===== config.mk =====
export PLATFORM = sky130hd
export DESIGN_NAME = lut_ram_arbiter
export DESIGN_NICKNAME = d
export VERILOG_FILES = /design/src/rtl/lut_ram_arbiter.sv
export SDC_FILE = /design/constraint.sdc
export NUM_CORES = 1
export LEC_CHECK = 0
export BUFFER_PORTS_ARGS = -buffer_cell sky130_fd_sc_hd__buf_2
export CAP_MARGIN = 40
export CORE_MARGIN = 3
export CORE_UTILIZATION = 45
export DETAILED_ROUTE_END_ITERATION = 12
export HOLD_SLACK_MARGIN = 0.02
export PLACE_DENSITY = 0.81
export SLEW_MARGIN = 25
export SYNTH_ARGS = -nofsm -noshare
export SYNTH_HDL_FRONTEND = slang
export SYNTH_SLANG_ARGS = --single-unit

===== constraint.sdc =====
create_clock -name clk -period 2.7 [get_ports clk]
set_input_delay 0 -clock clk [delete_from_list [all_inputs] [get_ports clk]]
set_output_delay 0 -clock clk [all_outputs]
set_load 0.03 [all_outputs]

===== src/rtl/lut_ram_arbiter.sv =====
// lut_ram_arbiter
// Shares one single-port LUT RAM between the UART-bridge host bus and a
// local user-logic port.
//   clk, rst           : single clock, asynchronous active-high reset
//   host_*             : non-stallable host strobes (buffered in a 2-entry
//                        FIFO), read responses and sticky overflow flag
//   user_*             : held request / combinational grant, read responses
//   ram_*              : RAM drive; ram_rdata_i is valid the cycle after a read
// Contention is resolved round-robin. Read data returns two cycles after
// the grant cycle.
module lut_ram_arbiter #(
  parameter logic [15:0] BASE_ADDR = 16'h0000,
  parameter int unsigned DEPTH     = 64,
  parameter int unsigned AW        = 6,
  parameter int unsigned DW        = 16
) (
  input  logic          clk,
  input  logic          rst,
  input  logic [15:0]   host_addr_i,
  input  logic [DW-1:0] host_wdata_i,
  input  logic          host_rw_i,
  input  logic          host_valid_i,
  output logic [DW-1:0] host_rdata_o,
  output logic          host_rvalid_o,
  output logic          host_overflow_o,
  input  logic          user_req_i,
  input  logic          user_we_i,
  input  logic [AW-1:0] user_addr_i,
  input  logic [DW-1:0] user_wdata_i,
  output logic          user_gnt_o,
  output logic [DW-1:0] user_rdata_o,
  output logic          user_rvalid_o,
  output logic          ram_en_o,
  output logic          ram_we_o,
  output logic [AW-1:0] ram_addr_o,
  output logic [DW-1:0] ram_wdata_o,
  input  logic [DW-1:0] ram_rdata_i
);

  typedef enum logic {
    SRC_HOST = 1'b0,
    SRC_USER = 1'b1
  } src_t;

  localparam logic [16:0] DEPTH17 = 17'(DEPTH);

  // Host address decode: the 17-bit difference makes addresses below
  // BASE_ADDR wrap to a huge value, so one compare covers both bounds.
  logic [16:0] host_off;
  logic        host_in_range;
  logic        push_req;

  assign host_off      = {1'b0, host_addr_i} - {1'b0, BASE_ADDR};
  assign host_in_range = (host_off < DEPTH17);
  assign push_req      = host_valid_i && host_in_range;

  // 2-entry host FIFO
  logic [AW-1:0] f_addr  [2];
  logic [DW-1:0] f_wdata [2];
  logic          f_rw    [2];
  logic          wr_ptr;
  logic          rd_ptr;
  logic [1:0]    count;
  logic          full;
  logic          push_ok;
  logic          drop;

  // Arbitration
  src_t last_grant;
  logic host_cand;
  logic user_cand;
  logic grant_host;
  logic grant_user;

  // Response pipeline
  logic s1_vld;
  src_t s1_src;

  // Candidates are masked by rst so every output, including the
  // combinational grant and RAM drive, is 0 while reset is asserted.
  always_comb begin
    host_cand  = (count != 2'd0) && !rst;
    user_cand  = user_req_i && !rst;
    grant_host = host_cand && (!user_cand || (last_grant == SRC_USER));
    grant_user = user_cand && !grant_host;
  end

  always_comb begin
    ram_en_o    = 1'b0;
    ram_we_o    = 1'b0;
    ram_addr_o  = '0;
    ram_wdata_o = '0;
    user_gnt_o  = grant_user;
    if (grant_host) begin
      ram_en_o    = 1'b1;
      ram_we_o    = f_rw[rd_ptr];
      ram_addr_o  = f_addr[rd_ptr];
      ram_wdata_o = f_wdata[rd_ptr];
    end else if (grant_user) begin
      ram_en_o    = 1'b1;
      ram_we_o    = user_we_i;
      ram_addr_o  = user_addr_i;
      ram_wdata_o = user_wdata_i;
    end
  end

  // A pop in the same cycle frees the slot, so a push into a full FIFO
  // is only dropped when the host is not granted.
  assign full    = (count == 2'd2);
  assign push_ok = push_req && (!full || grant_host);
  assign drop    = push_req && full && !grant_host;

  // FIFO storage carries no reset; only pointers and count define validity.
  always_ff @(posedge clk) begin
    if (push_ok) begin
      f_addr[wr_ptr]  <= host_off[AW-1:0];
      f_wdata[wr_ptr] <= host_wdata_i;
      f_rw[wr_ptr]    <= host_rw_i;
    end
  end

  always_ff @(posedge clk or posedge rst) begin
    if (rst) begin
      wr_ptr          <= 1'b0;
      rd_ptr          <= 1'b0;
      count           <= '0;
      host_overflow_o <= 1'b0;
      last_grant      <= SRC_USER;
      s1_vld          <= 1'b0;
      s1_src          <= SRC_HOST;
      host_rvalid_o   <= 1'b0;
      host_rdata_o    <= '0;
      user_rvalid_o   <= 1'b0;
      user_rdata_o    <= '0;
    end else begin
      wr_ptr <= wr_ptr ^ push_ok;
      rd_ptr <= rd_ptr ^ grant_host;
      case ({push_ok, grant_host})
        2'b10:   count <= count + 2'd1;
        2'b01:   count <= count - 2'd1;
        default: count <= count;
      endcase
      if (drop) host_overflow_o <= 1'b1;

      if (grant_host)      last_grant <= SRC_HOST;
      else if (grant_user) last_grant <= SRC_USER;

      // Stage 1 tags a read at the grant cycle; stage 2 captures the RAM's
      // registered data one cycle later and raises the matching strobe.
      s1_vld <= (grant_host || grant_user) && !ram_we_o;
      s1_src <= grant_host ? SRC_HOST : SRC_USER;

      host_rvalid_o <= s1_vld && (s1_src == SRC_HOST);
      user_rvalid_o <= s1_vld && (s1_src == SRC_USER);
      if (s1_vld && (s1_src == SRC_HOST)) host_rdata_o <= ram_rdata_i;
      if (s1_vld && (s1_src == SRC_USER)) user_rdata_o <= ram_rdata_i;
    end
  end

endmodule


==> results.json, run 1 <==
{
  "r2r_setup_slack_ns": 0.54,
  "htreeDepth": 3,
  "status": "completed",
  "cp-startpoint": "count[0]",
  "netlist_instances": 219,
  "grt_pass1_vias": 2615,
  "yosysTopAreaCell": "edfxtp_1",
  "min_period_ns": 2.274,
  "min-delay-start": "user_req_i",
  "root_buffer": "clkbuf_8",
  "start_kind": "register",
  "hold_path_end": "last_grant",
  "syn-num-nets": 296,
  "num_vias": 2523,
  "cp.required_ns": 2.70,
  "slew_headroom_pct": 50.00,
  "dr_wl_met2_mm": 4.450,
  "die_h_um": 94.49,
  "ctsResizeCount": 0,
  "async_flop_share_pct": 47.73,
  "synth_edf_count": 46,
  "yosysMostFrequentCell": "edfxtp_1",
  "port_buffers": 135,
  "grt_antenna_before_repair": 0,
  "track_usage_pct": 18.59,
  "arrival_ns": 2.27,
  "intPower_w": 0.002862,
  "max-cap-violations": 0,
  "grt-ovfl-total": 0,
  "grt_max_degree": 25,
  "nFillCells": 539,
  "final_nets": 479,
  "rows": 31,
  "swShare_pct": 39.34,
  "synth_top_flop_cell": "edfxtp_1",
  "drt_iter0_markers": 96,
  "timing.rr.end": "f_wdata[0][11]",
  "initial_core_util_pct": 47.56,
  "dp_cells": 447,
  "drive_gt1_share_pct": 47.42,
  "irDropWorstVdd_mv": 0.7150,
  "setup_viol": 0,
  "cts_setup_buffers": 0,
  "netSwitchingPower_w": 0.001856,
  "worst-r2r-cell-count": 5,
  "rsz0062_at_grt": "no",
  "yosysUniqueCellTypes": 27,
  "wl_met3_um": 431,
  "dp_hpwl_mm": 5.340,
  "fmax_mhz": 439.8,
  "synth.area.top_cells": "edfxtp_1 39%, dfrtp_1 29%, mux2_2 11%, mux2i_1 7.1%, o2bb2ai_1 5.7%",
  "hp-class": "primary input to register",
  "end_kind": "output pin",
  "critPathMaxFanout": 15,
  "drc": 0,
  "synth_top_area_share_pct": 39.20,
  "crit_type": "register to output pin",
  "die_x_um": 94.49,
  "wl_mm": 8.168,
  "clock_path_buffers": 2,
  "period_share_pct": 84.21,
  "whs_path_depth": 4,
  "dieArea_um2": 8927,
  "ios": 136,
  "syn_area_um2": 3523,
  "synth_warnings": 0,
  "syn_area_per_cell_um2": 16.09,
  "dr.pass1.iters": 4,
  "top_layer": "met4",
  "hold_slack_ns": 0.07292,
  "p_leak_nw": 2.208,
  "tightest_slew_ns": 0.7481,
  "pwr-share-clk_pct": 18.2,
  "cts_tree": "yes",
  "seqPwrFrac_pct": 39.5,
  "finalMaxSlewViolations": 0,
  "yosysSeqAreaShare_pct": 69.07,
  "gp_congestion": 0.7402,
  "cts_hold_buf": 41,
  "postRouteAntennaNets": 0,
  "syn2layout_area_growth_pct": 40.38,
  "hold_viol": 0,
  "power.density_nw_per_um2": 953.9,
  "core_um2": 7408,
  "viasPerCell": 4.976,
  "comb_power_share_pct": 42.2,
  "cts.sinks": 88,
  "regToRegStartpoint": "last_grant",
  "layoutNonFillerInstCount": 507,
  "ys_ff_latch": 88,
  "clock_latency_ns": 0.34,
  "finClkSkew_ns": 0.009561,
  "path_clk_slew_ns": 0.08,
  "avgRoutedWirePerCell_um": 16.11,
  "synth.cells.most_frequent": "46 x edfxtp_1, 41 x dfrtp_1, 33 x mux2_2",
  "power_w": 0.004718,
  "wl_met1_mm": 3.168,
  "grt_pass1_wl_mm": 12.59,
  "cts_buffers": 9,
  "fin_setup_tns_ns": 0
}
==> cell families (layout without fill, tap and decap cells) <==
group | count (synthesis) | in the layout | synth area share, %
other | 0 | 1 | 0
flip-flops | 88 | 88 | 69.07
XOR/XNOR | 3 | 3 | 0.7459
multiplexers | 58 | 58 | 17.65
AND/OR/NAND/NOR | 23 | 23 | 3.303
adder cells (fa/ha/maj) | 1 | 1 | 0.3551
AO/OA/AOI/OAI | 29 | 29 | 6.747
buffers and inverters | 17 | 205 | 2.131
==> critical path, cell delays in order, from the launching register on <==
cell	delay (ns)
dfrtp_1	0.46
nor2_1	0.12
or3_1	0.64
buf_4	0.30
o2bb2ai_1	0.16
buf_2	0.23
==> registers in the layout (all words and copies together), names as in the netlist, 2 cells and up <==
register	flops
count	2
f_wdata	32
host_rdata_o	16
f_rw	2
f_addr	12
user_rdata_o	16
==> per-stage QoR <==
step / util (%) / instance area [um^2] / setup WS [ns]
after floorplan: - / 3523 / 0.4253
after global placement: 58.27 / 4317 / 0.6805
after detailed placement: 58.27 / 4317 / 0.5675
after CTS: 66.37 / 4917 / 0.4400
after global routing: 66.73 / 4943 / 0.3026
final: 66.76 / 4946 / 0.4264
==> cell usage in the layout, fill, tap and decap left out, types with 2 or more instances in the layout <==
| master | n |
|---|---|
| mux2_2 | 33 |
| clkbuf_8 | 10 |
| buf_2 | 135 |
| nand2_1 | 5 |
| o21ai_0 | 4 |
| o2bb2ai_1 | 23 |
| buf_4 | 6 |
| nor2_1 | 4 |
| dfrtp_1 | 41 |
| edfxtp_1 | 46 |
| clkbuf_1 | 2 |
| mux2i_1 | 25 |
| nand3_1 | 2 |
| nor2_2 | 2 |
| nor3_1 | 2 |
| inv_1 | 4 |
| nor2b_1 | 2 |
| xor2_1 | 2 |
| dlygate4sd3_1 | 41 |
==> power groups by stage <==
stage	Clock [W]	Sequential, W	Combinational, W
after floorplan	0	0.00238	0.000880
after global placement	0	0.00187	0.00191
after detailed placement	0	0.00189	0.00194
after CTS	0.000875	0.00186	0.00199
after global routing	0.000926	0.00190	0.00212
final	0.000861	0.00187	0.00199
==> routing by layer <==
| layer | up-vias | GRT usage, % |
|---|---|---|
| li1 | 1192 | - |
| met1 | 1239 | 21.88 |
| met2 | 81 | 32.92 |
| met3 | 11 | 4.143 |
| met4 | 0 | 7.572 |
| met5 | - | 0 |
==> final cells by class <==
class                      instances  area [um^2]  share of cell area [%]
multi-input combinational        114         1020                   20.62
sequential                        88         2434                   49.20
timing repair buffer             184         1157                   23.40
antenna                            1        2.502                 0.05059
inverter                           5        18.77                  0.3795
clock buffer                      14        177.7                   3.592
tap                               99        123.9                   2.504
clock inverter                     2        12.51                  0.2530
==> how the worst max path moves through the flow <==
stage                                end  slack, ns  depth (start not counted)
after floorplan             f_addr[1][0]       0.43                          4
after global placement     f_wdata[0][7]       0.68                          5
after detailed placement   f_wdata[0][7]       0.57                          5
after CTS                 ram_wdata_o[1]       0.44                          5
after global routing       ram_addr_o[4]       0.30                          5
final                     ram_wdata_o[1]       0.43                          5
No activity file was read; power rests on OpenSTA's default activity.
==> run 2, diff against run 1 <==
--- a/config.mk
+++ b/config.mk
@@ -5,13 +5,14 @@
 export SDC_FILE = /design/constraint.sdc
 export NUM_CORES = 1
 export LEC_CHECK = 0
+export ABC_AREA = 1
 export BUFFER_PORTS_ARGS = -buffer_cell sky130_fd_sc_hd__buf_2
 export CAP_MARGIN = 40
 export CORE_MARGIN = 3
-export CORE_UTILIZATION = 45
+export CORE_UTILIZATION = 44
 export DETAILED_ROUTE_END_ITERATION = 12
 export HOLD_SLACK_MARGIN = 0.02
-export PLACE_DENSITY = 0.81
+export PLACE_DENSITY = 0.82
 export SLEW_MARGIN = 25
 export SYNTH_ARGS = -nofsm -noshare
 export SYNTH_HDL_FRONTEND = slang
==> constraint.sdc (replaced) <==
create_clock -name clk -period 1.9 [get_ports clk]
set_input_delay 0 -clock clk [delete_from_list [all_inputs] [get_ports clk]]
set_output_delay 0 -clock clk [all_outputs]
set_load 0.03 [all_outputs]
==> results.json, run 2 <==
{
  "grt-ovfl-total": 0,
  "async_flop_share_pct": 47.73,
  "finClkSkew_ns": 0.005553,
  "grt_antenna_before_repair": 0,
  "syn2layout_area_growth_pct": 40.63,
  "dieArea_um2": 9385,
  "synth_top_area_share_pct": 38.02,
  "worst-r2r-cell-count": 6,
  "port_buffers": 135,
  "netlist_instances": 339,
  "yosysTopAreaCell": "edfxtp_1",
  "rsz0062_at_grt": "yes",
  "synthXorXnorAreaFrac_pct": 0.2410,
  "min_period_ns": 1.829,
  "syn_area_per_cell_um2": 10.72,
  "r2r_setup_slack_ns": 0.33,
  "layout_commonest_cell": "buf_2",
  "hp-class": "primary input to async pin",
  "clock_latency_ns": 0.34,
  "hold_viol": 0,
  "die_h_um": 96.88,
  "end_kind": "output pin",
  "crit_chain": "o21ai_2 -> inv_2 -> o21ai_4 -> buf_8 -> a21oi_1 -> a21o_1 -> buf_2",
  "place_area_um2": 4436,
  "crit_type": "register to output pin",
  "dp_hpwl_mm": 6.112,
  "status": "completed",
  "synth_top_family_by_area": "compound AO/OA/AOI/OAI gates",
  "viasPerCell": 4.866,
  "largest_reg_flops": 32,
  "p_leak_nw": 2.553,
  "cts_setup_buffers": 0,
  "synth.area.mux_share_pct": 0,
  "grt_pass1_wl_mm": 14.59,
  "drc": 0,
  "synthAdderAreaFrac_pct": 0.3444,
  "synth.cells.most_frequent": "92 x nand2_1, 46 x edfxtp_1, 41 x dfrtp_1",
  "grt_pass1_vias": 3200,
  "cts_buffers": 9,
  "cts.sinks": 88,
  "critPathMaxFanout": 24,
  "reg_top3": "f_wdata: 32 flops, host_rdata_o: 16 flops, user_rdata_o: 16 flops",
  "hold_slack_ns": 0.09685,
  "antenna_cells": 0,
  "path_clk_slew_ns": 0.08,
  "finalMaxSlewViolations": 0,
  "layoutNonFillerInstCount": 626,
  "cp_num_buf_inv": 3,
  "max-cap-violations": 0,
  "drt_iter0_markers": 129,
  "yosysUniqueCellTypes": 29,
  "synth.area.top_cells": "edfxtp_1 38%, dfrtp_1 28%, nand2_1 9.5%, o21ai_0 4.5%, a21o_1 4.1%",
  "dp_cells": 567,
  "synth_top_flop_cell": "edfxtp_1",
  "final_cell_mix": "134 x buf_2, 92 x nand2_1, 46 x edfxtp_1",
  "syn-num-nets": 416,
  "cp.required_ns": 1.90,
  "power_w": 0.006979,
  "crit_family": "compound AO/OA/AOI/OAI gates",
  "crit_slowest_cell": "dfrtp_2",
  "avgRoutedWirePerCell_um": 14.50,
  "synth_compound_area_share_pct": 13.53,
  "final_cell_area_um2": 5110,
  "arrival_ns": 1.83,
  "root_buffer": "clkbuf_8",
  "final_nets": 596,
  "gp_congestion": 0.9202,
  "core_um2": 7888,
  "wl_mm": 9.076,
  "ios": 136,
  "fmax_mhz": 546.7,
  "yosysSeqAreaShare_pct": 66.98,
  "irDropWorstVdd_mv": 0.8753,
  "postRouteAntennaNets": 0,
  "die_x_um": 96.88,
  "cts_tree": "yes",
  "synth_warnings": 0,
  "utilization_pct": 64.78,
  "tightest_slew_ns": 0.4612,
  "track_usage_pct": 19.07,
  "num_vias": 3046,
  "initial_core_util_pct": 46.07,
  "period_share_pct": 96.27,
  "clock_path_buffers": 2,
  "largest-register": "f_wdata",
  "power.density_nw_per_um2": 1366,
  "ys_ff_latch": 88,
  "setup_viol": 0,
  "htreeDepth": 3,
  "yosysMostFrequentCell": "nand2_1",
  "dr.pass1.iters": 5,
  "nFillCells": 588,
  "rows": 32,
  "slew_headroom_pct": 69.25,
  "drive_gt1_share_pct": 33.02,
  "grt_max_degree": 38,
  "syn_area_um2": 3633,
  "worst-path-stages": 7,
  "cpPeakStageDelay_ns": 0.45,
  "start_kind": "register",
  "synth_edf_count": 46,
  "synth-simple-area-share_pct": 13.12
}
[run 2: metrics by stage]
stage,worst slack (ns),setup TNS [ns]
floorplan,0.03870,0
global placement,0.4166,0
CTS,0.04350,0
global route,-0.009650,-0.01194
finish,0.07087,0
detailed placement,0.3467,0
[run 2: final timing paths]
check	startpoint	to
worst max-delay path	count[0]	ram_wdata_o[2]
worst min-delay path	rst	wr_ptr
worst max register to register	count[0]	f_wdata[0][2]
worst min register to register	s1_src	host_rvalid_o
max in group asynchronous	rst	last_grant
min in group clk	host_addr_i[9]	host_overflow_o
[run 2: cell families after synthesis]
logic type,Yosys count
and+or+nand+nor,120
DFF,88
AOI/OAI and AO/OA,82
buffers and inverters,47
xor gates and xnor gates,1
adders and majority gates,1
[run 2: cell type report]
| cell class | count | area [um^2] | area share (%) |
|---|---|---|---|
| Sequential cell | 88 | 2437 | 47.70 |
| Tap cell | 102 | 127.6 | 2.498 |
| Multi-Input combinational cell | 204 | 1003 | 19.64 |
| Clock buffer | 11 | 131.4 | 2.571 |
| Clock inverter | 5 | 81.33 | 1.592 |
| Inverter | 32 | 137.6 | 2.693 |
| Timing Repair Buffer | 184 | 1191 | 23.31 |
[run 2: metal layers]
layer	GRT usage, %	share of wire [%]
met2	32.27	48
met4	6.587	1.3
met3	6.056	8.5
met1	22.99	42
met5	0	0
[run 2: what timing repair did]
item                                    in CTS  in global routing
endpoints found under the setup margin      16                 23
hold endpoints to repair                   121                  0
hold buffers                                42                  0
gates resized for setup                      3                  7
[run 2: power breakdown]
group          internal [W]  total [W]  switching [W]
Combinational      0.000877    0.00291        0.00203
Sequential          0.00242    0.00269       0.000273
Clock              0.000742    0.00138       0.000636
Total               0.00404    0.00698        0.00294
[run 2: tightest hold or removal path, delay by kind of cell]
kind                   cells  cell delay [ns]
buffers and inverters      3             0.79
==> run 3, diff against run 2 <==
--- a/config.mk
+++ b/config.mk
@@ -9,10 +9,10 @@
 export BUFFER_PORTS_ARGS = -buffer_cell sky130_fd_sc_hd__buf_2
 export CAP_MARGIN = 40
 export CORE_MARGIN = 3
-export CORE_UTILIZATION = 44
+export CORE_UTILIZATION = 45
 export DETAILED_ROUTE_END_ITERATION = 12
 export HOLD_SLACK_MARGIN = 0.02
-export PLACE_DENSITY = 0.82
+export PLACE_DENSITY = 0.8
 export SLEW_MARGIN = 25
 export SYNTH_ARGS = -nofsm -noshare
 export SYNTH_HDL_FRONTEND = slang
==> constraint.sdc (replaced) <==
create_clock -name clk -period 2.3 [get_ports clk]
set_input_delay 0 -clock clk [delete_from_list [all_inputs] [get_ports clk]]
set_output_delay 0 -clock clk [all_outputs]
set_load 0.03 [all_outputs]
==> results.json, run 3 (synthesis results as in run 2) <==
{
  "end_kind": "output pin",
  "grt_pass1_wl_mm": 13.14,
  "r2r_setup_slack_ns": 0.38,
  "cts.sinks": 88,
  "largest_reg_flops": 32,
  "hp-class": "primary input to async pin",
  "htreeDepth": 3,
  "drc": 0,
  "min_period_ns": 2.150,
  "nFillCells": 601,
  "intPower_w": 0.003222,
  "antenna_cells": 0,
  "start_kind": "register",
  "reg_top3": "f_wdata: 32 flops, host_rdata_o: 16 flops, user_rdata_o: 16 flops",
  "gp_congestion": 0.8471,
  "pwr-share-clk_pct": 18.8,
  "cts_buffers": 9,
  "port_buffers": 135,
  "netSwitchingPower_w": 0.002420,
  "finalMaxSlewViolations": 0,
  "max-cap-violations": 0,
  "viasPerCell": 4.807,
  "tightest_slew_ns": 0.5891,
  "hold_slack_ns": 0.06694,
  "path_clk_slew_ns": 0.08,
  "die_x_um": 95.86,
  "p_leak_nw": 2.548,
  "fin_setup_tns_ns": 0,
  "ios": 136,
  "layout_commonest_cell": "buf_2",
  "final_nets": 596,
  "initial_core_util_pct": 46.78,
  "irDropWorstVdd_mv": 0.7881,
  "slew_headroom_pct": 60.73,
  "status": "completed",
  "cts_tree": "yes",
  "final_cell_mix": "135 x buf_2, 92 x nand2_1, 46 x edfxtp_1",
  "timing.rr.end": "f_wdata[0][14]",
  "arrival_ns": 2.15,
  "grt_antenna_before_repair": 0,
  "die_h_um": 95.86,
  "num_vias": 3009,
  "worst-r2r-cell-count": 6,
  "swShare_pct": 42.89,
  "setup_viol": 0,
  "root_buffer": "clkbuf_8",
  "grt_pass1_vias": 2902,
  "syn2layout_area_growth_pct": 39.08,
  "regToRegStartpoint": "count[0]",
  "grt_max_degree": 42,
  "hold_viol": 0,
  "drt_iter0_markers": 84,
  "multi_input_area_um2": 1001,
  "period_share_pct": 93.49,
  "seqPwrFrac_pct": 38.9,
  "crit_type": "register to output pin",
  "avgRoutedWirePerCell_um": 13.87,
  "dp_hpwl_mm": 5.622,
  "seqCellArea_um2": 2434,
  "grt-ovfl-total": 0,
  "power.density_nw_per_um2": 1117,
  "cp.required_ns": 2.30,
  "track_usage_pct": 18.64,
  "fmax_mhz": 465.1,
  "finClkSkew_ns": 0.01230,
  "largest-register": "f_wdata",
  "rsz0062_at_grt": "no",
  "core_um2": 7767,
  "wl_mm": 8.683,
  "rows": 32,
  "dr.pass1.iters": 5,
  "comb_power_share_pct": 42.2,
  "clock_path_buffers": 2,
  "dieArea_um2": 9188,
  "clock_latency_ns": 0.35,
  "drive_gt1_share_pct": 32.63,
  "postRouteAntennaNets": 0,
  "critPathMaxFanout": 27
}
[run 3: timing repair]
item | CTS | global route
buffers inserted | 0 | 0
hold buffers | 42 | 0
endpoints found under the hold margin | 122 | 0
endpoints found under the setup margin | 0 | 2
gates resized for setup | 0 | 1
[run 3: layout make-up]
cell class	instances	area share, %
Tap cell	102	2.525
Clock inverter	7	1.535
Inverter	32	2.426
Multi-Input combinational cell	204	19.81
Timing Repair Buffer	184	23.10
Sequential cell	88	48.16
Clock buffer	9	2.451
[run 3: routing by layer]
layer / routed length, um / global-route usage (%) / share of wire (%) / up-vias
met5: 0 / 0 / 0 / -
met1: 3621 / 22.79 / 42 / 1376
li1: - / - / - / 1483
met3: 716 / 4.613 / 8.2 / 14
met2: 4216 / 31.91 / 49 / 136
met4: 129 / 6.991 / 1.5 / 0
[run 3: worst max-delay path by stage]
stage / startpoint / cells past startpoint / end
2_1_floorplan: rst / 7 / f_addr[0][0]
3_3_place_gp: count[1] / 5 / f_wdata[0][11]
3_5_place_dp: count[0] / 7 / f_wdata[1][7]
4_1_cts: count[0] / 9 / ram_we_o
5_1_grt: count[0] / 9 / ram_we_o
6_report: count[0] / 9 / ram_we_o
[run 3: worst max-delay path: stages, from the launching register on]
cell and delay [ns]:
dfrtp_1 0.45, o21ai_2 0.21, inv_2 0.07, o21ai_4 0.07, buf_6 0.26, nand2_4 0.07, inv_4 0.21, nand2_1 0.11
o21ai_2 0.10, buf_2 0.24
[run 3: power by group through the flow]
| stage | Sequential (W) | Combinational [W] | Clock (W) |
|---|---|---|---|
| after floorplan | 0.00277 | 0.00108 | 0 |
| after detailed placement | 0.00221 | 0.00231 | 0 |
| after global placement | 0.00220 | 0.00225 | 0 |
| after global routing | 0.00224 | 0.00260 | 0.00115 |
| final | 0.00220 | 0.00238 | 0.00106 |
| after CTS | 0.00219 | 0.00236 | 0.00109 |
[run 3: per-stage QoR]
| stage | worst slack, ns | std cells | utilization [%] | cell area (um^2) | total power [W] |
|---|---|---|---|---|---|
| 3_5_place_dp | 0.3474 | 567 | 56.81 | 4413 | 0.004516 |
| 2_1_floorplan | 0.1070 | 339 | - | 3645 | 0.003848 |
| 6_report | 0.1497 | 626 | 65.06 | 5054 | 0.005642 |
| 4_1_cts | 0.06715 | 625 | 64.82 | 5035 | 0.005632 |
| 3_3_place_gp | 0.2965 | 566 | 56.62 | 4398 | 0.004453 |
| 5_1_grt | 0.02651 | 626 | 65.06 | 5054 | 0.005997 |
